==> config.mk <==
export PLATFORM = sky130hd
export DESIGN_NAME = instr_fetch
export DESIGN_NICKNAME = d
export VERILOG_FILES = /design/src/rtl/instr_fetch_pkg.sv /design/src/rtl/instr_fetch_next_pc_sel.sv /design/src/rtl/instr_fetch.sv
export SDC_FILE = /design/constraint.sdc
export NUM_CORES = 1
export LEC_CHECK = 0
export CORE_ASPECT_RATIO = 1.1
export CORE_MARGIN = 2
export CORE_UTILIZATION = 51
export CTS_CLUSTER_SIZE = 20
export DETAILED_ROUTE_END_ITERATION = 10
export PLACE_DENSITY = 0.88
export SLEW_MARGIN = 10
export SYNTH_ARGS = -nofsm -noshare
export SYNTH_HDL_FRONTEND = slang
export SYNTH_SLANG_ARGS = --single-unit
export TNS_END_PERCENT = 10
==> constraint.sdc <==
create_clock -name clk -period 4.89 [get_ports clk]
set_input_delay 0.489 -clock clk [delete_from_list [all_inputs] [get_ports clk]]
set_output_delay 0.489 -clock clk [all_outputs]
set_load 0.02 [all_outputs]
==> src/rtl/instr_fetch_pkg.sv <==
// Shared fetch-stage definitions: state codes, NOP word and PC increment.
// Consumed by instr_fetch and next_pc_sel.
package instr_fetch_pkg;

   typedef enum logic [1:0] {
      FETCH_ST = 2'd0,
      VALID_ST = 2'd1,
      HALT_ST  = 2'd2
   } state_t;

   localparam logic [31:0] NOP_INSTR_DEF = 32'h0000_0013;
   localparam logic [31:0] PC_INCR       = 32'd4;

endpackage

==> src/rtl/instr_fetch_next_pc_sel.sv <==
// Next-PC selection for the fetch stage: sequential vs. redirect target,
// plus word-alignment check of the result.
module next_pc_sel
   import instr_fetch_pkg::*;
(
   input  logic [31:0] pc,
   input  logic        branch,
   input  logic        branch_taken,
   input  logic        jump,
   input  logic [31:0] immediate,
   output logic [31:0] next_pc,
   output logic        misaligned_tgt
);

   logic redirect;

   // A jump wins even when branch is set but not taken.
   assign redirect       = (branch & branch_taken) | jump;
   assign next_pc        = redirect ? (pc + immediate) : (pc + PC_INCR);
   assign misaligned_tgt = (next_pc[1:0] != 2'b00);

endmodule

==> src/rtl/instr_fetch.sv <==
// Fetch stage: owns the PC, handshakes with instruction memory and holds one
// instruction for the decoder. Define FETCH_PERF_EN to add retired/stall counters.
module instr_fetch
   import instr_fetch_pkg::*;
#(
   parameter logic [31:0] RESET_PC  = 32'h0000_0000,
   parameter logic [31:0] NOP_INSTR = NOP_INSTR_DEF
) (
   input  logic        clk,
   input  logic        rst_n,
   output logic        imem_req,
   output logic [31:0] imem_addr,
   input  logic        imem_ready,
   input  logic [31:0] imem_rdata,
   output logic [31:0] instr,
   output logic [31:0] pc,
   output logic        instr_valid,
   input  logic        instr_accept,
   input  logic        branch,
   input  logic        branch_taken,
   input  logic        jump,
   input  logic [31:0] immediate,
   output logic        misaligned
`ifdef FETCH_PERF_EN
   ,
   output logic [31:0] retired_cnt,
   output logic [31:0] stall_cnt
`endif
);

   state_t      state, state_nxt;
   logic        req_q;
   logic [31:0] pc_q;
   logic [31:0] instr_q;
   logic        misaligned_q;
   logic [31:0] next_pc;
   logic        misaligned_tgt;
   logic        fire;
   logic        retire;

   next_pc_sel u_next_pc_sel (
      .pc             (pc_q),
      .branch         (branch),
      .branch_taken   (branch_taken),
      .jump           (jump),
      .immediate      (immediate),
      .next_pc        (next_pc),
      .misaligned_tgt (misaligned_tgt)
   );

   assign fire   = (state == FETCH_ST) & req_q & imem_ready;
   assign retire = (state == VALID_ST) & instr_accept;

   always_comb begin
      state_nxt = state;
      case (state)
         FETCH_ST: if (fire)   state_nxt = VALID_ST;
         VALID_ST: if (retire) state_nxt = misaligned_tgt ? HALT_ST : FETCH_ST;
         HALT_ST:              state_nxt = HALT_ST;
         default:              state_nxt = FETCH_ST;
      endcase
   end

   // req is registered so it stays low through reset and rises one edge later.
   always_ff @(posedge clk or negedge rst_n) begin
      if (!rst_n) begin
         state        <= FETCH_ST;
         req_q        <= 1'b0;
         pc_q         <= RESET_PC;
         instr_q      <= NOP_INSTR;
         misaligned_q <= 1'b0;
      end else begin
         state <= state_nxt;
         req_q <= (state_nxt == FETCH_ST);
         if (fire) instr_q <= imem_rdata;
         if (retire) begin
            instr_q <= NOP_INSTR;
            if (misaligned_tgt) misaligned_q <= 1'b1;
            else                pc_q         <= next_pc;
         end
      end
   end

   assign imem_req    = req_q;
   assign imem_addr   = pc_q;
   assign pc          = pc_q;
   assign instr       = instr_q;
   assign instr_valid = (state == VALID_ST);
   assign misaligned  = misaligned_q;

`ifdef FETCH_PERF_EN
   // Neither condition can hold in HALT, so both counters freeze there.
   always_ff @(posedge clk or negedge rst_n) begin
      if (!rst_n) begin
         retired_cnt <= 32'd0;
         stall_cnt   <= 32'd0;
      end else begin
         if (retire) retired_cnt <= retired_cnt + 32'd1;
         if ((state == FETCH_ST) && !imem_ready) stall_cnt <= stall_cnt + 32'd1;
      end
   end
`endif

endmodule
==> results.toml, run 1 <==
[cts]
cts_num_sinks = 68
ctsRootBufferMaster = "clkbuf_8"
ctsResizeCount = 0
worstSkewPairLatency_ns = 0.35
numCtsBuffers = 9
cts_hold_buf = 1
htreeDepth = 3
clk_pin_slew_ns = 0.07
cts_buffer_depth = 2
cts_tree = "done"
post-cts-setup-buffers = 0

[finish]
fin_nets = 831
layout-drive-gt1-share_pct = 6.967
utilization_pct = 70.53
diodes = 0
final_cell_mix = "clkdlybuf4s50_1 (168), dfrtp_1 (65), a21oi_1 (64)"
final.fill_count = 760
syn_to_final_growth_pct = 34.37
multi_input_comb_area_mm2 = 0.003085
final_common_cell = "clkdlybuf4s50_1"
regArea_mm2 = 0.001705

[grt]
grt_max_degree = 62
antenna_found_initial = 0
grt_pass1_wl_um = 25050
globalRouteOverflowTotal = 0
track_usage_pct = 28.50
grt_pass1_vias = 5045

[sta]
whs_ns = 0.4833
hold_viol = 0
max-slew-margin-rel_pct = 20.07
fin_tns_setup_ns = 0
rsz0062_at_grt = "false"
tightest_slew_ns = 1.198
finalCritPeriodShare_pct = 65.84
setup_viol = 0
skew_ns = 0.008092
clock.fmax_mhz = 310.6
fin_crit_ns = 3.219
slew_viol_final = 0

[synth]
ys_seq_area_share_pct = 32.85
syn_nets = 704
synth_top_family_by_area = "compound AO/OA/AOI/OAI gates"
synth-xor-area-share_pct = 3.543
avgSynthCellArea_um2 = 8.652
synth_warnings = 0
synthAdderAreaFrac_pct = 8.098
synth.distinct_cells = 71
synth_compound_area_share_pct = 30.85
synthArstFlopShare_pct = 100.0
synthSimpleGateAreaFrac_pct = 15.55
synth.area.mux_share_pct = 1.277
synth_cells = 600
synth_top_flop_cell = "dfrtp_1"
ys_ff_latch = 68
synth_edf_count = 0
synthesis.area_mm2 = 0.005191

[route]
first_iter_violations = 435
totalWireLength_um = 16100
antenna_left = 0
dr.pass1.iters = 8
drc_errors = 0
viasPerCell = 6.249
vias = 5324
wl_per_cell_um = 18.90

[setup_path]
start_kind = "primary input"
reg2reg_depth = 10
r2r-end = "imem_addr[30]$_DFFE_PN0P_"
cp.required_ns = 5.12
reg2reg_setup_slack_ns = 1.73
worstSetupPathType = "in -> reg"
path_max_fanout = 4
cp.arrival_ns = 3.45
timing.critical_path.from = "immediate[0]"
reg2reg_from = "imem_addr[0]$_DFFE_PN0P_"
critPathCaptureType = "flop"

[power_and_ir_drop]
powerDensity_mw_per_mm2 = 699.9
power.total_uw = 4882
p_leak_uw = 0.002934
max-vdd-ir-drop_v = 0.0003821

[hold_path]
min_to = "misaligned$_DFFE_PN0P_"
hold_depth = 1
min_path_type = "reg -> reg"
hold_start = "misaligned$_DFFE_PN0P_"

[die]
die_h_um = 109.8
io_pins = 170
die_w_um = 100.2
core-area_mm2 = 0.009889
initial_core_util_pct = 52.49
rows = 38
die-area_mm2 = 0.01100

[run]
max_cap_viol_count = 0

[placed_design]
dp_hpwl_um = 11600
io_buffers = 169
gp_congestion = 0.9269

[run_status]
status = "completed"
-- kinds of logic after synthesis --
logic type               after synthesis
AO/OA/AOI/OAI                        231
AND/OR/NAND/NOR                      167
buffers and inverters                 74
flip-flops                            68
adder cells (fa/ha/maj)               33
XOR/XNOR                              21
multiplexers                           6
-- where the power goes --
| part | switching (uW) | total, uW | internal (uW) |
|---|---|---|---|
| Clock | 243 | 584 | 340 |
| Combinational | 1720 | 3150 | 1440 |
| Sequential | 329 | 1140 | 815 |
| Total | 2290 | 4880 | 2590 |
-- cells in the mapped netlist, drive strengths merged (4+ instances only) --
cell type | instances | area share (%)
a21o | 15 | 2.3
nor3 | 6 | 0.58
xor2 | 8 | 1.3
xnor2 | 13 | 2.2
ha | 32 | 7.7
o22a | 4 | 0.67
mux2i | 4 | 0.77
nand3 | 24 | 2.3
a31oi | 6 | 0.72
buf | 36 | 5.1
nor2 | 44 | 3.2
o21ai | 45 | 4.6
clkbuf | 24 | 1.7
inv | 14 | 1.0
nand4 | 12 | 1.4
and2 | 9 | 1.1
a211oi | 8 | 1.3
o22ai | 12 | 1.4
dfrtp | 65 | 31
and3 | 8 | 0.99
nand2 | 47 | 3.4
o211ai | 6 | 1.1
a221oi | 4 | 1.0
a21oi | 65 | 6.3
a22o | 30 | 5.1
o21bai | 8 | 1.2
-- registers in the layout, indices dropped and copies added, names as in the netlist --
signal and count:
state 2, instr 32, misaligned 1, imem_req 1, imem_addr 32
-- layout make-up --
cell class                 instances  area share (%)
inverter                          14          0.7534
clock inverter                     6           1.614
timing repair buffer             176           24.97
sequential                        68           24.45
multi-input combinational        458           44.23
clock buffer                      10           1.830
tap                              120           2.152
-- how the worst max path moves through the flow --
| stage | to | slack (ns) | cells after the start |
|---|---|---|---|
| global route | imem_addr[30]$_DFFE_PN0P_ | 1.52 | 11 |
| CTS | imem_addr[30]$_DFFE_PN0P_ | 1.69 | 11 |
| floorplan | imem_addr[30]$_DFFE_PN0P_ | 2.08 | 10 |
| finish | imem_addr[30]$_DFFE_PN0P_ | 1.67 | 11 |
| global placement | imem_addr[30]$_DFFE_PN0P_ | 1.36 | 11 |
| detailed placement | imem_addr[30]$_DFFE_PN0P_ | 1.34 | 11 |
-- metal layers --
layer	global-route usage, %	up-vias	share of wire, %
met5	0	-	0
met4	10.18	0	2.0
met3	3.814	48	6.6
met2	48.95	284	51
met1	36.82	2522	40
li1	-	2470	-
-- critical path, cell delays in order --
cell and delay [ns]:
clkdlybuf4s50_1 0.40, ha_1 0.22, fa_1 0.45, a211oi_2 0.36
o211ai_2 0.14, a41oi_1 0.43, o21ba_2 0.30, o21ai_2 0.14
a31oi_1 0.22, mux2i_1 0.21, a21oi_1 0.08
-- metrics by stage --
stage          cells  setup WS, ns  cell area (um^2)
3_5_place_dp     835         1.341              6725
6_report         852         1.671              6975
3_3_place_gp     835         1.362              6725
2_1_floorplan    600         2.079              5191
4_1_cts          852         1.692              6975
5_1_grt          852         1.522              6975
Power figures use the tool's default switching activity.
==> run 2, diff against run 1 <==
--- a/config.mk
+++ b/config.mk
@@ -7,10 +7,10 @@
 export LEC_CHECK = 0
 export CORE_ASPECT_RATIO = 1.1
 export CORE_MARGIN = 2
-export CORE_UTILIZATION = 51
+export CORE_UTILIZATION = 47
 export CTS_CLUSTER_SIZE = 20
 export DETAILED_ROUTE_END_ITERATION = 10
-export PLACE_DENSITY = 0.88
+export PLACE_DENSITY = 0.82
 export SLEW_MARGIN = 10
 export SYNTH_ARGS = -nofsm -noshare
 export SYNTH_HDL_FRONTEND = slang
==> constraint.sdc (replaced) <==
create_clock -name clk -period 3.3 [get_ports clk]
set_input_delay 0.33 -clock clk [delete_from_list [all_inputs] [get_ports clk]]
set_output_delay 0.33 -clock clk [all_outputs]
set_load 0.02 [all_outputs]
==> results.toml, run 2 (synthesized netlist as in run 1, its figures left out) <==
[route]
first_iter_violations = 349
wl_per_cell_um = 17.69
antenna_left = 0
viasPerCell = 5.952
vias = 5327
totalWireLength_um = 15830
dr.pass1.iters = 6
drc_errors = 0

[sta]
skew_ns = 0.006158
finalCritPeriodShare_pct = 92.47
max-slew-margin-rel_pct = 26.67
slew_viol_final = 0
rsz0062_at_grt = "false"
setup_viol = 0
fin_crit_ns = 3.052
hold_viol = 0
whs_ns = 0.007817
clock.fmax_mhz = 327.7
tightest_slew_ns = 1.099
fin_tns_setup_ns = 0

[grt]
grt_max_degree = 48
grt_pass1_vias = 5387
grt_pass1_wl_um = 26110
globalRouteOverflowTotal = 0
antenna_found_initial = 0
track_usage_pct = 27.21

[power_and_ir_drop]
pwr-share-comb_pct = 65.2
power_frac_seq_pct = 22.7
p_clk_share_pct = 12.1
switching_share_pct = 46.58
powerDensity_mw_per_mm2 = 1028
max-vdd-ir-drop_v = 0.0004925
p_sw_uw = 3429
p_leak_uw = 0.003017
p_int_uw = 3933

[finish]
final.fill_count = 922
final_common_cell = "clkdlybuf4s50_1"
final_cell_mix = "clkdlybuf4s50_1 (168), dfrtp_1 (65), a21oi_1 (64)"
syn_to_final_growth_pct = 37.91
regArea_mm2 = 0.001705
stdcell_count = 895
fin_nets = 847
multi_input_comb_area_mm2 = 0.003085
diodes = 0
layout-drive-gt1-share_pct = 9.091

[cts]
ctsRootBufferMaster = "clkbuf_16"
clk_pin_slew_ns = 0.06
cts_hold_buf = 0
post-cts-setup-buffers = 0
cts_tree = "done"
numCtsBuffers = 9
worstSkewPairLatency_ns = 0.33
cts_num_sinks = 68
cts_buffer_depth = 2
ctsResizeCount = 0
htreeDepth = 3

[setup_path]
crit_slowest_cell = "dfrtp_1"
cp.required_ns = 3.51
path_cells = "ha_1, fa_1, a211oi_2, o211ai_2, a41oi_1, buf_4, o21ba_2, o21ai_2, a31oi_1, mux2i_1, a21oi_1"
critPathCaptureType = "flop"
cp.buffers_inverters = 1
worstSetupPathType = "reg -> reg"
slowest_delay_ns = 0.43
cp_top_family = "compound AO/OA/AOI/OAI gates"
start_kind = "flop"
path_max_fanout = 5
cp.arrival_ns = 3.27
reg2reg_setup_slack_ns = 0.25

[die]
die-area_mm2 = 0.01190
io_pins = 170
rows = 40
die_h_um = 114.2
initial_core_util_pct = 47.80
die_w_um = 104.2
core-area_mm2 = 0.01086

[placed_design]
gp_congestion = 0.8904
io_buffers = 169
dpl.cell_count = 879
dp_hpwl_um = 11990

[run_status]
status = "completed"

[run]
max_cap_viol_count = 0

[hold_path]
min_path_type = "in -> async"
[run 2: final cells by class]
| class | instances | share of cell area (%) |
|---|---|---|
| Clock inverter | 6 | 0.5767 |
| Timing Repair Buffer | 192 | 26.00 |
| Inverter | 14 | 0.7340 |
| Tap cell | 147 | 2.569 |
| Multi-Input combinational cell | 458 | 43.10 |
| Clock buffer | 10 | 3.198 |
| Sequential cell | 68 | 23.82 |
[run 2: path summary, 6_finish.rpt]
| kind | depth (start not counted) | start | end |
|---|---|---|---|
| max | 11 | imem_addr[0]$_DFFE_PN0P_ | imem_addr[30]$_DFFE_PN0P_ |
| max in group asynchronous | 2 | rst_n | instr[3]$_DFFE_PN0P_ |
| min reg2reg | 1 | instr[23]$_DFFE_PN0P_ | instr[23]$_DFFE_PN0P_ |
| min | 1 | rst_n | imem_addr[6]$_DFFE_PN0P_ |
| max reg2reg | 11 | imem_addr[0]$_DFFE_PN0P_ | imem_addr[30]$_DFFE_PN0P_ |
| min in group clk | 1 | instr[23]$_DFFE_PN0P_ | instr[23]$_DFFE_PN0P_ |
[run 2: power by group through the flow]
stage / logic, uW / registers, uW / clock network [uW]
4_1_cts: 4780 / 1670 / 908
5_1_grt: 5180 / 1730 / 945
3_5_place_dp: 4760 / 1660 / 0
6_report: 4800 / 1670 / 890
3_3_place_gp: 4660 / 1660 / 0
2_1_floorplan: 2740 / 2020 / 0
[run 2: through the flow]
step	utilization [%]	setup slack [ns]	area, um^2	total power (uW)
finish	65.92	0.2484	7159	7362
global route	65.92	0.1054	7159	7852
CTS	65.90	0.2956	7157	7351
detailed placement	63.41	0.04289	6887	6423
global placement	63.41	0.1040	6887	6322
floorplan	-	0.4888	5191	4755
[run 2: worst register-to-register path, stage by stage (launching register included)]
cell	delay, ns
dfrtp_1	0.43
ha_1	0.27
fa_1	0.42
a211oi_2	0.33
o211ai_2	0.16
a41oi_1	0.25
buf_4	0.16
o21ba_2	0.22
o21ai_2	0.13
a31oi_1	0.26
mux2i_1	0.21
a21oi_1	0.08
[run 2: metal layers]
metal	vias up	global-route usage (%)	routed length, um
li1	2508	-	-
met1	2512	31.78	6379
met2	256	48.03	7768
met3	51	6.204	1217
met4	0	12.16	468
met5	-	0	0
==> run 3, diff against run 2 <==
--- a/config.mk
+++ b/config.mk
@@ -5,12 +5,14 @@
 export SDC_FILE = /design/constraint.sdc
 export NUM_CORES = 1
 export LEC_CHECK = 0
+export ABC_AREA = 1
 export CORE_ASPECT_RATIO = 1.1
 export CORE_MARGIN = 2
-export CORE_UTILIZATION = 47
+export CORE_UTILIZATION = 50
 export CTS_CLUSTER_SIZE = 20
 export DETAILED_ROUTE_END_ITERATION = 10
-export PLACE_DENSITY = 0.82
+export PLACE_DENSITY = 0.83
+export SKIP_CTS_REPAIR_TIMING = 1
 export SLEW_MARGIN = 10
 export SYNTH_ARGS = -nofsm -noshare
 export SYNTH_HDL_FRONTEND = slang
==> results.toml, run 3 <==
[sta]
tightest_slew_ns = 1.040
setup_viol = 0
whs_ns = 0.1817
slew_viol_final = 0
max-slew-margin-rel_pct = 30.66
hold_viol = 0
clock.fmax_mhz = 424.3
fin_crit_ns = 2.357
finalCritPeriodShare_pct = 71.42
fin_tns_setup_ns = 0
skew_ns = 0.004722
rsz0062_at_grt = "false"

[placed_design]
io_buffers = 169
dp_hpwl_um = 14970
gp_congestion = 0.9744
place_area_mm2 = 0.007749
dpl.cell_count = 1253

[synth]
synth_warnings = 0
synthArstFlopShare_pct = 100.0
synthTopCellsByArea = "dfrtp_1 (26%), nand2_1 (20%), inv_1 (9.3%)"
syn_nets = 1078
avgSynthCellArea_um2 = 6.331
synthesis.area_mm2 = 0.006166
synth.distinct_cells = 39
yosysMostFrequentCell = "nand2_1"
synth.area.mux_share_pct = 0
synthSimpleGateAreaFrac_pct = 35.21
synth_edf_count = 0
synth.largest_area_cell = "dfrtp_1"
synth-xor-area-share_pct = 1.989
synth_compound_area_share_pct = 13.35
synth_cells = 974
ys_seq_area_share_pct = 27.66
yosys-top-cells-count = "nand2_1 (324), inv_1 (153), nor2_1 (95), a21oi_1 (69), dfrtp_1 (65)"
synth_top_flop_cell = "dfrtp_1"
ys_ff_latch = 68
synth_top_family_by_area = "simple AND/OR/NAND/NOR gates"
synth_top_area_share_pct = 26.38
synthAdderAreaFrac_pct = 6.818

[setup_path]
path_cells = "ha_1, nand2_1, nor2_1, nand2_1, nor2_1, nand2_1, nand3_1, nand3_1, a21oi_1"
cp.arrival_ns = 2.62
critPathCaptureType = "flop"
cp.required_ns = 3.56
worstSetupPathType = "reg -> reg"
crit_slowest_cell = "dfrtp_1"
path_max_fanout = 9
slowest_delay_ns = 0.54
start_kind = "flop"
cp_common_cell = "nand2_1"

[run]
max_cap_viol_count = 0

[power_and_ir_drop]
powerDensity_mw_per_mm2 = 990.7
power.total_uw = 8000
p_leak_uw = 0.004164
max-vdd-ir-drop_v = 0.0005184

[cts]
cts_num_sinks = 68
htreeDepth = 3
clk_pin_slew_ns = 0.06
ctsRootBufferMaster = "clkbuf_16"
numCtsBuffers = 9
worstSkewPairLatency_ns = 0.33
cts_tree = "done"
cts_buffer_depth = 2

[finish]
stdcell_count = 1269
final_common_cell = "nand2_1"
final.fill_count = 1090
multi_input_comb_area_mm2 = 0.003537
final_cell_mix = "nand2_1 (324), clkdlybuf4s50_1 (168), inv_1 (153)"
layout-drive-gt1-share_pct = 4.126
syn_to_final_growth_pct = 30.97
fin_area_mm2 = 0.008075
regArea_mm2 = 0.001705
diodes = 0
fin_nets = 1214

[route]
antenna_left = 0
vias = 6685
totalWireLength_um = 19270
wl_per_cell_um = 15.18
dr.pass1.iters = 5
drc_errors = 0
viasPerCell = 5.268
first_iter_violations = 499

[grt]
track_usage_pct = 29.40
grt_pass1_vias = 6406
grt_pass1_wl_um = 30610
grt_max_degree = 49
antenna_found_initial = 0
globalRouteOverflowTotal = 0

[die]
initial_core_util_pct = 51.24
die-area_mm2 = 0.01324
rows = 42
die_w_um = 109.9
die_h_um = 120.5
core-area_mm2 = 0.01203
io_pins = 170

[hold_path]
min_path_type = "in -> async"

[run_status]
status = "completed"
## run 3: cells by family after synthesis
family,after synthesis
flops,68
compound gates,132
simple gates,522
buf+inv,205
fa+ha+maj,33
xor+xnor,14
## run 3: report_power, final
group,switching (uW),internal (uW)
clock,367,682
sequential,583,1220
combinational,3010,2140
## run 3: stage by stage
stage | util (%) | setup WS [ns]
4_1_cts | 67.10 | 1.023
2_1_floorplan | - | 1.264
3_3_place_gp | 64.39 | 0.8194
5_1_grt | 67.10 | 0.8019
6_report | 67.10 | 0.9430
3_5_place_dp | 64.39 | 0.7388
## run 3: cell type report
cell class,count,share of cell area [%]
Inverter,155,7.205
Multi-Input combinational cell,701,43.80
Tap cell,154,2.386
Clock buffer,10,2.959
Timing Repair Buffer,175,21.44
Clock inverter,6,1.085
Sequential cell,68,21.12
## run 3: critical path: cells and delay by family (launching register included)
family,cells,cell delay (ns)
AOI/OAI and AO/OA,1,0.17
adders and majority gates,1,0.48
DFF,1,0.54
and+or+nand+nor,7,1.10
## run 3: final timing paths
| kind | start | end | slack [ns] | cells after the start |
|---|---|---|---|---|
| max | imem_addr[24]$_DFFE_PN0P_ | imem_addr[25]$_DFFE_PN0P_ | 0.94 | 9 |
| max in group asynchronous | rst_n | instr[24]$_DFFE_PN0P_ | 2.32 | 2 |
| min in group clk | misaligned$_DFFE_PN0P_ | misaligned$_DFFE_PN0P_ | 0.48 | 2 |
| min reg2reg | misaligned$_DFFE_PN0P_ | misaligned$_DFFE_PN0P_ | 0.48 | 2 |
| min | rst_n | imem_addr[0]$_DFFE_PN0P_ | 0.18 | 1 |
| max reg2reg | imem_addr[24]$_DFFE_PN0P_ | imem_addr[25]$_DFFE_PN0P_ | 0.94 | 9 |
## run 3: routing by layer
layer  part of all wire [%]  GRT usage (%)  vias to the layer above
met4                    3.4          11.39                        0
li1                       -              -                     3332
met3                    8.7          5.606                       50
met1                     41          35.86                     3009
met5                      0              0                        -
met2                     47          50.46                      294
